## src/rtl/fft_pkg.sv

```systemverilog
// Shared definitions for the variable-point streaming FFT.
//   FFT_DW / FFT_MAX_LOG2_D : default component width and maximum butterfly span (log2)
//   r2sdf_state_e           : butterfly stage FSM states
//   cpack / cre / cim       : complex word pack/unpack at the default width, {re, im}
//   halve                   : the /2 used by the butterfly; rounding selected by R2SDF_ROUND_EN
// Optional feature macro: R2SDF_ROUND_EN (round-half-up halving instead of floor).
package fft_pkg;

    localparam int unsigned FFT_DW         = 17;
    localparam int unsigned FFT_MAX_LOG2_D = 5;

    typedef enum logic [1:0] {
        StRunA,
        StRunB,
        StDrain
    } r2sdf_state_e;

    function automatic logic [2*FFT_DW-1:0] cpack(input logic [FFT_DW-1:0] re,
                                                  input logic [FFT_DW-1:0] im);
        return {re, im};
    endfunction

    function automatic logic [FFT_DW-1:0] cre(input logic [2*FFT_DW-1:0] c);
        return c[2*FFT_DW-1:FFT_DW];
    endfunction

    function automatic logic [FFT_DW-1:0] cim(input logic [2*FFT_DW-1:0] c);
        return c[FFT_DW-1:0];
    endfunction

    // Operates on a wide signed value so any stage width can use it; callers truncate.
    function automatic logic signed [63:0] halve(input logic signed [63:0] x);
`ifdef R2SDF_ROUND_EN
        return (x + 64'sd1) >>> 1;
`else
        return x >>> 1;
`endif
    endfunction

endpackage

```

## src/rtl/r2sdf_delay.sv

```systemverilog
// Circular delay line for the SDF feedback path.
//   clk, rst_n : clock, synchronous active-low reset (pointer only; storage is not cleared)
//   en         : step enable; advances the pointer and writes wr_data
//   log2_len   : active length is 2^log2_len entries; pointer wraps at that length
//   wr_data    : word written at the current pointer on a step
//   rd_data    : word stored at the current pointer (read-before-write)
module r2sdf_delay #(
    parameter int unsigned WIDTH        = 34,
    parameter int unsigned MAX_LOG2_LEN = 5,
    localparam int unsigned CW          = $clog2(MAX_LOG2_LEN + 1),
    localparam int unsigned AW          = (MAX_LOG2_LEN > 0) ? MAX_LOG2_LEN : 1,
    localparam int unsigned LW          = AW + 1
) (
    input  logic             clk,
    input  logic             rst_n,
    input  logic             en,
    input  logic [CW-1:0]    log2_len,
    input  logic [WIDTH-1:0] wr_data,
    output logic [WIDTH-1:0] rd_data
);

    logic [WIDTH-1:0] mem [2**AW];
    logic [AW-1:0]    ptr_q;
    logic [LW-1:0]    len_m1;
    logic             ptr_last;

    assign len_m1   = (LW'(1) << log2_len) - LW'(1);
    assign ptr_last = ({1'b0, ptr_q} == len_m1);
    assign rd_data  = mem[ptr_q];

    always_ff @(posedge clk) begin
        if (!rst_n) begin
            ptr_q <= '0;
        end else if (en) begin
            ptr_q <= ptr_last ? '0 : ptr_q + AW'(1);
        end
    end

    always_ff @(posedge clk) begin
        if (en) begin
            mem[ptr_q] <= wr_data;
        end
    end

endmodule

```

## src/rtl/r2sdf_stage.sv

```systemverilog
// Radix-2 single-path delay-feedback butterfly stage with run-time span D = 2^cfg_log2_d.
//   clk, rst_n  : clock, synchronous active-low reset
//   cfg_log2_d  : span select, clamped to MAX_LOG2_D, latched only while the stage is empty
//   in_valid    : sample present;  in_ready : sample accepted (low while draining)
//   in_data     : complex input {re, im}
//   flush       : drain pending differences (honoured only at cnt=0 with pending set)
//   out_valid   : out_data valid;  out_data : complex output scaled by 1/2
//   out_sum     : 1 = sum half (a+b)/2, 0 = difference half (a-b)/2
// Optional feature macro: R2SDF_ROUND_EN selects round-half-up halving (see fft_pkg::halve).
module r2sdf_stage
    import fft_pkg::*;
#(
    parameter int unsigned DW         = FFT_DW,
    parameter int unsigned MAX_LOG2_D = FFT_MAX_LOG2_D,
    localparam int unsigned CW        = $clog2(MAX_LOG2_D + 1),
    localparam int unsigned LW        = MAX_LOG2_D + 1
) (
    input  logic            clk,
    input  logic            rst_n,
    input  logic [CW-1:0]   cfg_log2_d,
    input  logic            in_valid,
    output logic            in_ready,
    input  logic [2*DW-1:0] in_data,
    input  logic            flush,
    output logic            out_valid,
    output logic [2*DW-1:0] out_data,
    output logic            out_sum
);

    function automatic logic [DW-1:0] half(input logic signed [DW:0] x);
        return DW'(halve(64'(x)));
    endfunction

    r2sdf_state_e   state_q;
    logic [LW-1:0]  cnt_q;
    logic           pending_q;
    logic [CW-1:0]  log2_d_q;

    logic [CW-1:0]  cfg_clamp;
    logic [CW-1:0]  log2_d;
    logic [LW-1:0]  d_len;
    logic [LW-1:0]  d_last;
    logic           empty;
    logic           flush_take;
    logic           draining;
    logic           step;

    logic [2*DW-1:0]     rd_data;
    logic [2*DW-1:0]     wr_data;
    logic signed [DW:0]  sum_re, sum_im, dif_re, dif_im;

    assign cfg_clamp = (cfg_log2_d > CW'(MAX_LOG2_D)) ? CW'(MAX_LOG2_D) : cfg_log2_d;
    assign empty     = (cnt_q == '0) && !pending_q;
    // While empty the live cfg applies immediately, so the first step of a frame uses it.
    assign log2_d    = empty ? cfg_clamp : log2_d_q;
    assign d_len     = LW'(1) << log2_d;
    assign d_last    = d_len - LW'(1);

    // The flush-accept cycle is itself the first drain step, so the input is held off then too.
    assign flush_take = (state_q == StRunA) && flush && (cnt_q == '0) && pending_q;
    assign draining   = (state_q == StDrain) || flush_take;
    assign in_ready   = !draining;
    assign step       = draining || in_valid;

    // a = stored sample (read value), b = incoming sample
    assign sum_re = {rd_data[2*DW-1], rd_data[2*DW-1:DW]} + {in_data[2*DW-1], in_data[2*DW-1:DW]};
    assign sum_im = {rd_data[DW-1], rd_data[DW-1:0]} + {in_data[DW-1], in_data[DW-1:0]};
    assign dif_re = {rd_data[2*DW-1], rd_data[2*DW-1:DW]} - {in_data[2*DW-1], in_data[2*DW-1:DW]};
    assign dif_im = {rd_data[DW-1], rd_data[DW-1:0]} - {in_data[DW-1], in_data[DW-1:0]};

    assign wr_data = draining            ? '0 :
                     (state_q == StRunB) ? {half(dif_re), half(dif_im)} : in_data;

    r2sdf_delay #(
        .WIDTH        (2 * DW),
        .MAX_LOG2_LEN (MAX_LOG2_D)
    ) u_delay (
        .clk      (clk),
        .rst_n    (rst_n),
        .en       (step),
        .log2_len (log2_d),
        .wr_data  (wr_data),
        .rd_data  (rd_data)
    );

    always_ff @(posedge clk) begin
        if (!rst_n) begin
            state_q   <= StRunA;
            cnt_q     <= '0;
            pending_q <= 1'b0;
            log2_d_q  <= cfg_clamp;
            out_valid <= 1'b0;
            out_sum   <= 1'b0;
            out_data  <= '0;
        end else begin
            log2_d_q  <= log2_d;
            out_valid <= 1'b0;
            if (step) begin
                unique case (state_q)
                    StRunA: begin
                        if (flush_take) begin
                            out_valid <= 1'b1;
                            out_sum   <= 1'b0;
                            out_data  <= rd_data;
                            if (d_len == LW'(1)) begin
                                pending_q <= 1'b0;
                            end else begin
                                state_q <= StDrain;
                                cnt_q   <= LW'(1);
                            end
                        end else begin
                            if (pending_q) begin
                                out_valid <= 1'b1;
                                out_sum   <= 1'b0;
                                out_data  <= rd_data;
                            end
                            cnt_q <= cnt_q + LW'(1);
                            if (cnt_q == d_last) begin
                                state_q <= StRunB;
                            end
                        end
                    end
                    StRunB: begin
                        out_valid <= 1'b1;
                        out_sum   <= 1'b1;
                        out_data  <= {half(sum_re), half(sum_im)};
                        if ((cnt_q - d_len) == d_last) begin
                            cnt_q     <= '0;
                            pending_q <= 1'b1;
                            state_q   <= StRunA;
                        end else begin
                            cnt_q <= cnt_q + LW'(1);
                        end
                    end
                    StDrain: begin
                        out_valid <= 1'b1;
                        out_sum   <= 1'b0;
                        out_data  <= rd_data;
                        if (cnt_q == d_last) begin
                            cnt_q     <= '0;
                            pending_q <= 1'b0;
                            state_q   <= StRunA;
                        end else begin
                            cnt_q <= cnt_q + LW'(1);
                        end
                    end
                    default: state_q <= StRunA;
                endcase
            end
        end
    end

endmodule

```

## config.mk

```make
export PLATFORM = sky130hd
export DESIGN_NAME = r2sdf_stage
export DESIGN_NICKNAME = d
export VERILOG_FILES = /design/src/rtl/fft_pkg.sv /design/src/rtl/r2sdf_delay.sv /design/src/rtl/r2sdf_stage.sv
export SDC_FILE = /design/constraint.sdc
export NUM_CORES = 1
export LEC_CHECK = 0
export ABC_AREA = 1
export ABC_CLOCK_PERIOD_IN_PS = 4300
export CAP_MARGIN = 20
export CELL_PAD_IN_SITES_DETAIL_PLACEMENT = 0
export CELL_PAD_IN_SITES_GLOBAL_PLACEMENT = 1
export CORE_ASPECT_RATIO = 0.75
export CORE_MARGIN = 2
export CORE_UTILIZATION = 43
export DETAILED_ROUTE_END_ITERATION = 8
export PLACE_DENSITY = 0.73
export SLEW_MARGIN = 20
export SYNTH_ARGS = -nofsm -noshare
export SYNTH_HDL_FRONTEND = slang
export SYNTH_HIERARCHICAL = 1
export SYNTH_SLANG_ARGS = --single-unit
```

## constraint.sdc

```tcl
create_clock -name clk -period 4.3 [get_ports clk]
set_input_delay 0.43 -clock clk [delete_from_list [all_inputs] [get_ports clk]]
set_output_delay 0.43 -clock clk [all_outputs]
set_load 0.03 [all_outputs]
```

**After elaboration in Yosys (flattened, before gate mapping)**

Memory sizes are Yosys's and may differ from the RTL's. A register that Yosys moved wholly into a read port is not among the register bits.
Cells that the tools add are included.

- Bits in registers: 53
- RAM bits: 1,088
- Input port bits: 41
- Output and inout bits: 37
- Logic and storage cells: 85
- Memories: 1

Memories:

| name | depth | width | rd ports | clocked after Yosys merged registers in | wr ports | RTL line | source |
|---|---|---|---|---|---|---|---|
| u_delay.mem | 32 | 34 | 1 | 1 | 1 | r2sdf_delay.sv:22 | `logic [WIDTH-1:0] mem [2**AW];` |

- Add/subtract/negate cells: 9
- Order comparisons: 1
- Eq/ne operators: 13
- Shift-type cells: 1
- Muxes and demuxes: 35
- Reduce and logical (&&, ||, !) cells: 17

Operators with widths:

| cell | count |
|---|---|
| 2-to-1 mux 34 bit | 4 |
| one-hot mux 34 bit (3 select lines) | 1 |
| adder 17 x 17 -> 18 bit | 2 |
| subtractor 17 x 17 -> 18 bit | 2 |
| 2-to-1 mux 6 bit | 4 |
| one-hot mux 6 bit (3 select lines) | 1 |
| 2-to-1 mux 5 bit | 3 |
| == test 6 bit | 2 |
| 2-to-1 mux 1 bit | 10 |
| 2-to-1 mux 2 bit | 5 |
| 2-to-1 mux 3 bit | 3 |
| adder 6 x 1 -> 6 bit, second input constant | 1 |
| == test 5 x 6 -> 1 bit | 1 |
| == test 6 x 1 -> 1 bit, second input constant | 1 |
| zero test 6 bit | 1 |
| != test 2 x 1 -> 1 bit, second input constant | 3 |
| != test 3 bit, second input constant | 2 |
| one-hot mux 1 bit (3 select lines) | 2 |
| one-hot mux 2 bit (3 select lines) | 1 |
| AND reduction 3 bit | 2 |
| AND reduction 6 bit | 1 |
| left shift 1 x 3 -> 6 bit, first input constant | 1 |
| subtractor 6 x 1 -> 6 bit, second input constant | 1 |
| subtractor 6 x 2 -> 6 bit, second input constant | 1 |
| other kinds (16) | 21 |

**Logic depth before layout (Yosys ltp)**

- Word-level depth: 9
- Gate-level depth with buffers: 30
- Gate-level depth less buffers: 29

**Cells and area by module**

The synthesis kept the hierarchy.

By module, submodules not included:

| module | times used | cells each | area an instance (um2) | seq. area each (um2) |
|---|---|---|---|---|
| r2sdf_delay | 1 | 3,796 | 44,450.1 | 32,871.5 |
| r2sdf_stage | 1 | 1,037 | 6,431.2 | 960.9 |

**Worst setup path after synthesis**

Ideal clock, no wire load.

- Path type: register to register
- From: register cnt_q[1]
- To: memory u_delay.mem[15][0], enable pin
- Setup time: 0.468 ns
- Data arrival time: 4.233 ns
- Data required time: 3.832 ns
- Path slack: -0.401 ns
- Stages on the path, launching flop included: 15
- Buffers on the path: 1
- Period minus slack after synthesis: 4.701 ns
- Cell sequence: dfxtp_1 -> inv_1 -> ha_1 -> nand2_2 -> nor2_8 -> nand4_4 -> inv_4 -> nor2_8 -> inv_4 -> or2_4 -> buf_2 -> nand2_1 -> nor2_1 -> inv_1 -> nor3_1

- Longest elaborated chain between the ends: 7

Ends and longest elaborated chain:

| item | RTL line | source |
|---|---|---|
| from (decl) | r2sdf_stage.sv:35 | `logic [LW-1:0] cnt_q;` |
| from (signal assigned) | r2sdf_stage.sv:117 | `cnt_q <= cnt_q + LW'(1);` |
| from (signal assigned) | r2sdf_stage.sv:132 | `cnt_q <= cnt_q + LW'(1);` |
| from (signal assigned) | r2sdf_stage.sv:144 | `cnt_q <= cnt_q + LW'(1);` |
| zero test 6 bit | r2sdf_stage.sv:60 | `assign flush_take = (state_q == StRunA) && flush && (cnt_q == '0) && pending_q;` |
| logical AND 1 bit (2 in a row) | r2sdf_stage.sv:60 |  |
| logical OR 1 bit | r2sdf_stage.sv:61 | `assign draining = (state_q == StDrain) \|\| flush_take;` |
| logical OR 1 bit | r2sdf_stage.sv:63 | `assign step = draining \|\| in_valid;` |
| named net step | r2sdf_stage.sv:46 | `logic step;` |
| 2-to-1 mux 1 bit | r2sdf_delay.sv:40 | `if (en) begin` |
| 2-to-1 mux 1 bit (not written as such) | r2sdf_delay.sv:41 | `mem[ptr_q] <= wr_data;` |
| to (decl) | r2sdf_delay.sv:22 |  |

The timed path passes the listed nets, and every way through them passes these cells.

==> impl_summary.md <==
Synthesis
Of the post-synthesis cell area, the dominant cell type holds 0.642. The cell area after technology mapping is 50900 um^2. The leading area contributor after synthesis is edfxtp_1. The number of different library cells in the post-synthesis netlist is 53. The number of standard cells after synthesis is 4833. The number of warnings issued by yosys is 6. Yosys attributes the largest share of cell area to edfxtp_1 64%, nand2_1 13%, nand3_1 8.7%. The post-synth net total is 4960.

The mean cell area of the mapped netlist is 10.5 um^2. The share of the Yosys chip area taken by registers is 0.665. The synthesis-stage register bit count is 1146.

Clock network
Clock tree synthesis found a total of 1146 sinks. The cell sitting at the root of the clock tree is a clkbuf_16. The clock transition at the registers of the reported paths is 0.07 ns. The number of clock buffers added by TritonCTS is 107. The H-tree was split into 3 levels. TritonCTS built the clock tree.

The later pin in the worst-skew pair is clocked with a latency of 0.73 ns. No sink is reached through more buffers than the 3 on the longest clock path. The count of hold buffers inserted by post-cts repair is 0.

Floorplan
The number of placed I/O pins is 78. The floorplan step defined a die boundary enclosing 121000 um^2. The height of the chip is 302 um.

The die boundary width is 401 um. The starting utilization of the core area is 0.433. In this run the standard cell core region covers 118000 um^2. The total number of placement rows is 109.

Setup path
Together, buffers and inverters on the worst path number 6. The maximum single-stage delay on the critical path is 0.44 ns. STA classifies the critical path startpoint as a flip-flop.

Data on the critical path is required at its endpoint by 4.76 ns. The capturing element type of the critical path is a flip-flop. The kind of cell with the highest combined delay along the critical path is buffers and inverters. The largest individual stage delay along the critical path comes from the cell dfxtp_4.

Walking the worst path, the cells encountered are dlymetal6s2s_1 -> buf_4 -> clkbuf_16 -> nand2_1 -> nand3_1 -> nand3_1 -> nand2_1 -> nand2_1 -> nand2_1 -> nand2_1 -> nand2_1 -> ha_1 -> a21oi_1 -> nand2_2 -> a31oi_2 -> o21ai_2 -> a21boi_1 -> o21ai_1 -> buf_4 -> xor2_1 -> o21ai_2 -> inv_1 -> buf_12. In this run the worst path has a maximum fanout of 49. The critical path is of the reg2reg type. The cell type with the highest occurrence count on the critical path is nand2_1. At the worst endpoint, the arrival time is 4.54 ns.

Timing
The count of endpoints failing setup in the final report is 0. Headroom to the max-slew limit came out at 0.466. The setup TNS is 0 ns. The final-report hold violation count is 0. The count of final max-slew check failures is 0. At the pin with the least slew margin, the transition time is 0.799 ns. The post-route clock skew is 0.0474 ns. The maximum achievable frequency is 245 MHz. The final clock period utilization by the worst path is 0.947. Subtracting the final worst setup slack from the clock period gives 4.07 ns.

Power and ir drop
The internal power is 0.0240 W. The net switching power is 0.0137 W. Of the total power, registers draw 0.387. For this design the static power due to leakage is 22.7 nW. Across the VDD grid, the largest voltage drop is 0.352 mV. For this design the ratio of total power to cell area is 631 nW/um^2. The switching share of power is 0.363. The combinational share of power is 0.363. The part of the total power dissipated in the clock network is 0.250.

Drt
The detail-routed net length per standard cell is 23.8 um. After detailed routing, the number of remaining DRC violations is 0. The detail route stage leaves a number of antenna-violating nets equal to 0. The DRC violation total after the first TritonRoute iteration is 4018. Wires add up to 159000 um. The count of vias placed by the detailed router is 37143. Using the TritonRoute via totals, the vias-per-cell ratio works out to 5.55. The first TritonRoute pass finished after 6 iterations.

GRT
The total overflow left after global routing is 0. The number of global-route vias before repair came to 34273. For this run, the total global-route usage over all layers was measured as 0.257. The global-route wire length before repair is 230000 um. The pin count of the biggest net entering global routing is 115. The number of antenna violations at the first check in global routing came to 1.

Layout
The number of diodes is 0. The share of cells above drive strength 1 is 0.112. The utilization of the core after routing is 0.508. The growth of design area from synthesis to finish is 17.4%. At the end of the flow, the number of nets in the layout was 5171.

Placement
Port buffering added 77 buffers. The final weighted congestion in routability-driven placement is 0.927. After legalization and detailed placement, the total HPWL measured 91000 um.

Run
The tool flagged a number of max-cap violations equal to 0.

Min path
The worst min-delay path category is in2reg.

Run status
The run finished with clean final reports.
==> layout make-up <==
cell class	instances	area, um^2
clock buffer	122	2740
multi-input combinational	3224	15300
fill	10405	57800
tap	1554	1940
clock inverter	78	667
timing repair buffer	378	4490
timing repair inverter	3	25.0
sequential	1146	33800
inverter	184	731
==> state kept, by name (all words and copies together), names as in the netlist, named ones only <==
| signal | count |
|---|---|
| cnt_q | 6 |
| log2_d_q | 3 |
| out_data | 34 |
| out_sum | 1 |
| out_valid | 1 |
| pending_q | 1 |
| state_q | 2 |
| u_delay/mem | 1088 |
| u_delay/ptr_q | 5 |
==> through the flow <==
step                std cells  setup WS, ns  instance area [um^2]  hold slack (ns)  total power, W
CTS                      6669       0.00419                 59300            0.339          0.0374
global route             6689      -0.00171                 59700            0.410          0.0396
detailed placement       6467        -0.200                 55800            0.460          0.0280
floorplan                4833        -0.401                 50900            0.487          0.0228
global placement         6467        -0.258                 55800            0.455          0.0279
finish                   6689         0.226                 59700            0.381          0.0377
==> worst min-delay path, stage by stage <==
cell	delay, ns
clkdlybuf4s50_1	0.47
nand2_1	0.09
o21ai_0	0.07
==> layer usage <==
layer	global-route usage	wire (um)	vias up
met2	0.390	70600	1579
li1	-	-	17105
met5	0	17	-
met4	0.0746	4510	2
met3	0.0397	13200	240
met1	0.382	70900	18217
==> power groups by stage <==
stage / combinational [W] / clock (W) / sequential [W]
2_1_floorplan: 0.00777 / 0 / 0.0150
3_5_place_dp: 0.0131 / 0 / 0.0148
6_report: 0.0137 / 0.00942 / 0.0146
3_3_place_gp: 0.0131 / 0 / 0.0148
4_1_cts: 0.0133 / 0.00951 / 0.0146
5_1_grt: 0.0151 / 0.00993 / 0.0146
==> cell usage in the layout (no fill, tap or decap), drive strengths merged, types with 81 or more instances in the layout <==
cell    count
o21ai      87
ha         81
nand2    1758
a21oi     143
nand3     882
inv       190
nor2      124
buf       294
clkbuf    127
edfxtp   1088
==> what timing repair did <==
item                                    in CTS  in global routing
setup buffers                                0                 12
gates cloned                                 2                  8
resized for setup                            9                 49
pin swaps                                    0                  4
endpoints found under the hold margin        0                  0
endpoints found under the setup margin      97                651
==> cell families after synthesis <==
| logic type | after synthesis | share of synthesized area |
|---|---|---|
| flip-flops | 1146 | 0.665 |
| AO/OA/AOI/OAI | 294 | 0.0324 |
| XOR/XNOR | 39 | 0.00671 |
| buffers and inverters | 463 | 0.0420 |
| AND/OR/NAND/NOR | 2805 | 0.232 |
| adder cells (fa/ha/maj) | 86 | 0.0219 |
==> cells in the mapped netlist, drive strengths merged <==
library cell and n:
nand2 1758, edfxtp 1088, nand3 882, buf 194, inv 183, a21oi 143, nor2 124, o21ai 87
clkbuf 85, ha 81, dfxtp 58, xor2 34, nor3 19, a31oi 11, o211ai 11, o221ai 10
a211oi 9, nand4 9, or2 9, fa 5, xnor2 5, a21boi 4, o31ai 4, a221oi 3
nand3b 3, o21bai 3, a21o 2, a22o 2, a311oi 2, o21a 2, and2 1, clkinv 1
o311ai 1
==> path summary, 6_finish.rpt <==
| path | cells after the start | slack, ns | start | end |
|---|---|---|---|---|
| hold reg to reg | 2 | 0.46 | out_data[27] | out_data[27] |
| hold / removal | 3 | 0.38 | cfg_log2_d[2] | log2_d_q[2] |
| setup / recovery | 23 | 0.23 | flip-flop | u_delay/mem[4][11] |
| setup reg to reg | 23 | 0.23 | flip-flop | u_delay/mem[4][11] |
(Power assumes the default switching activity.)
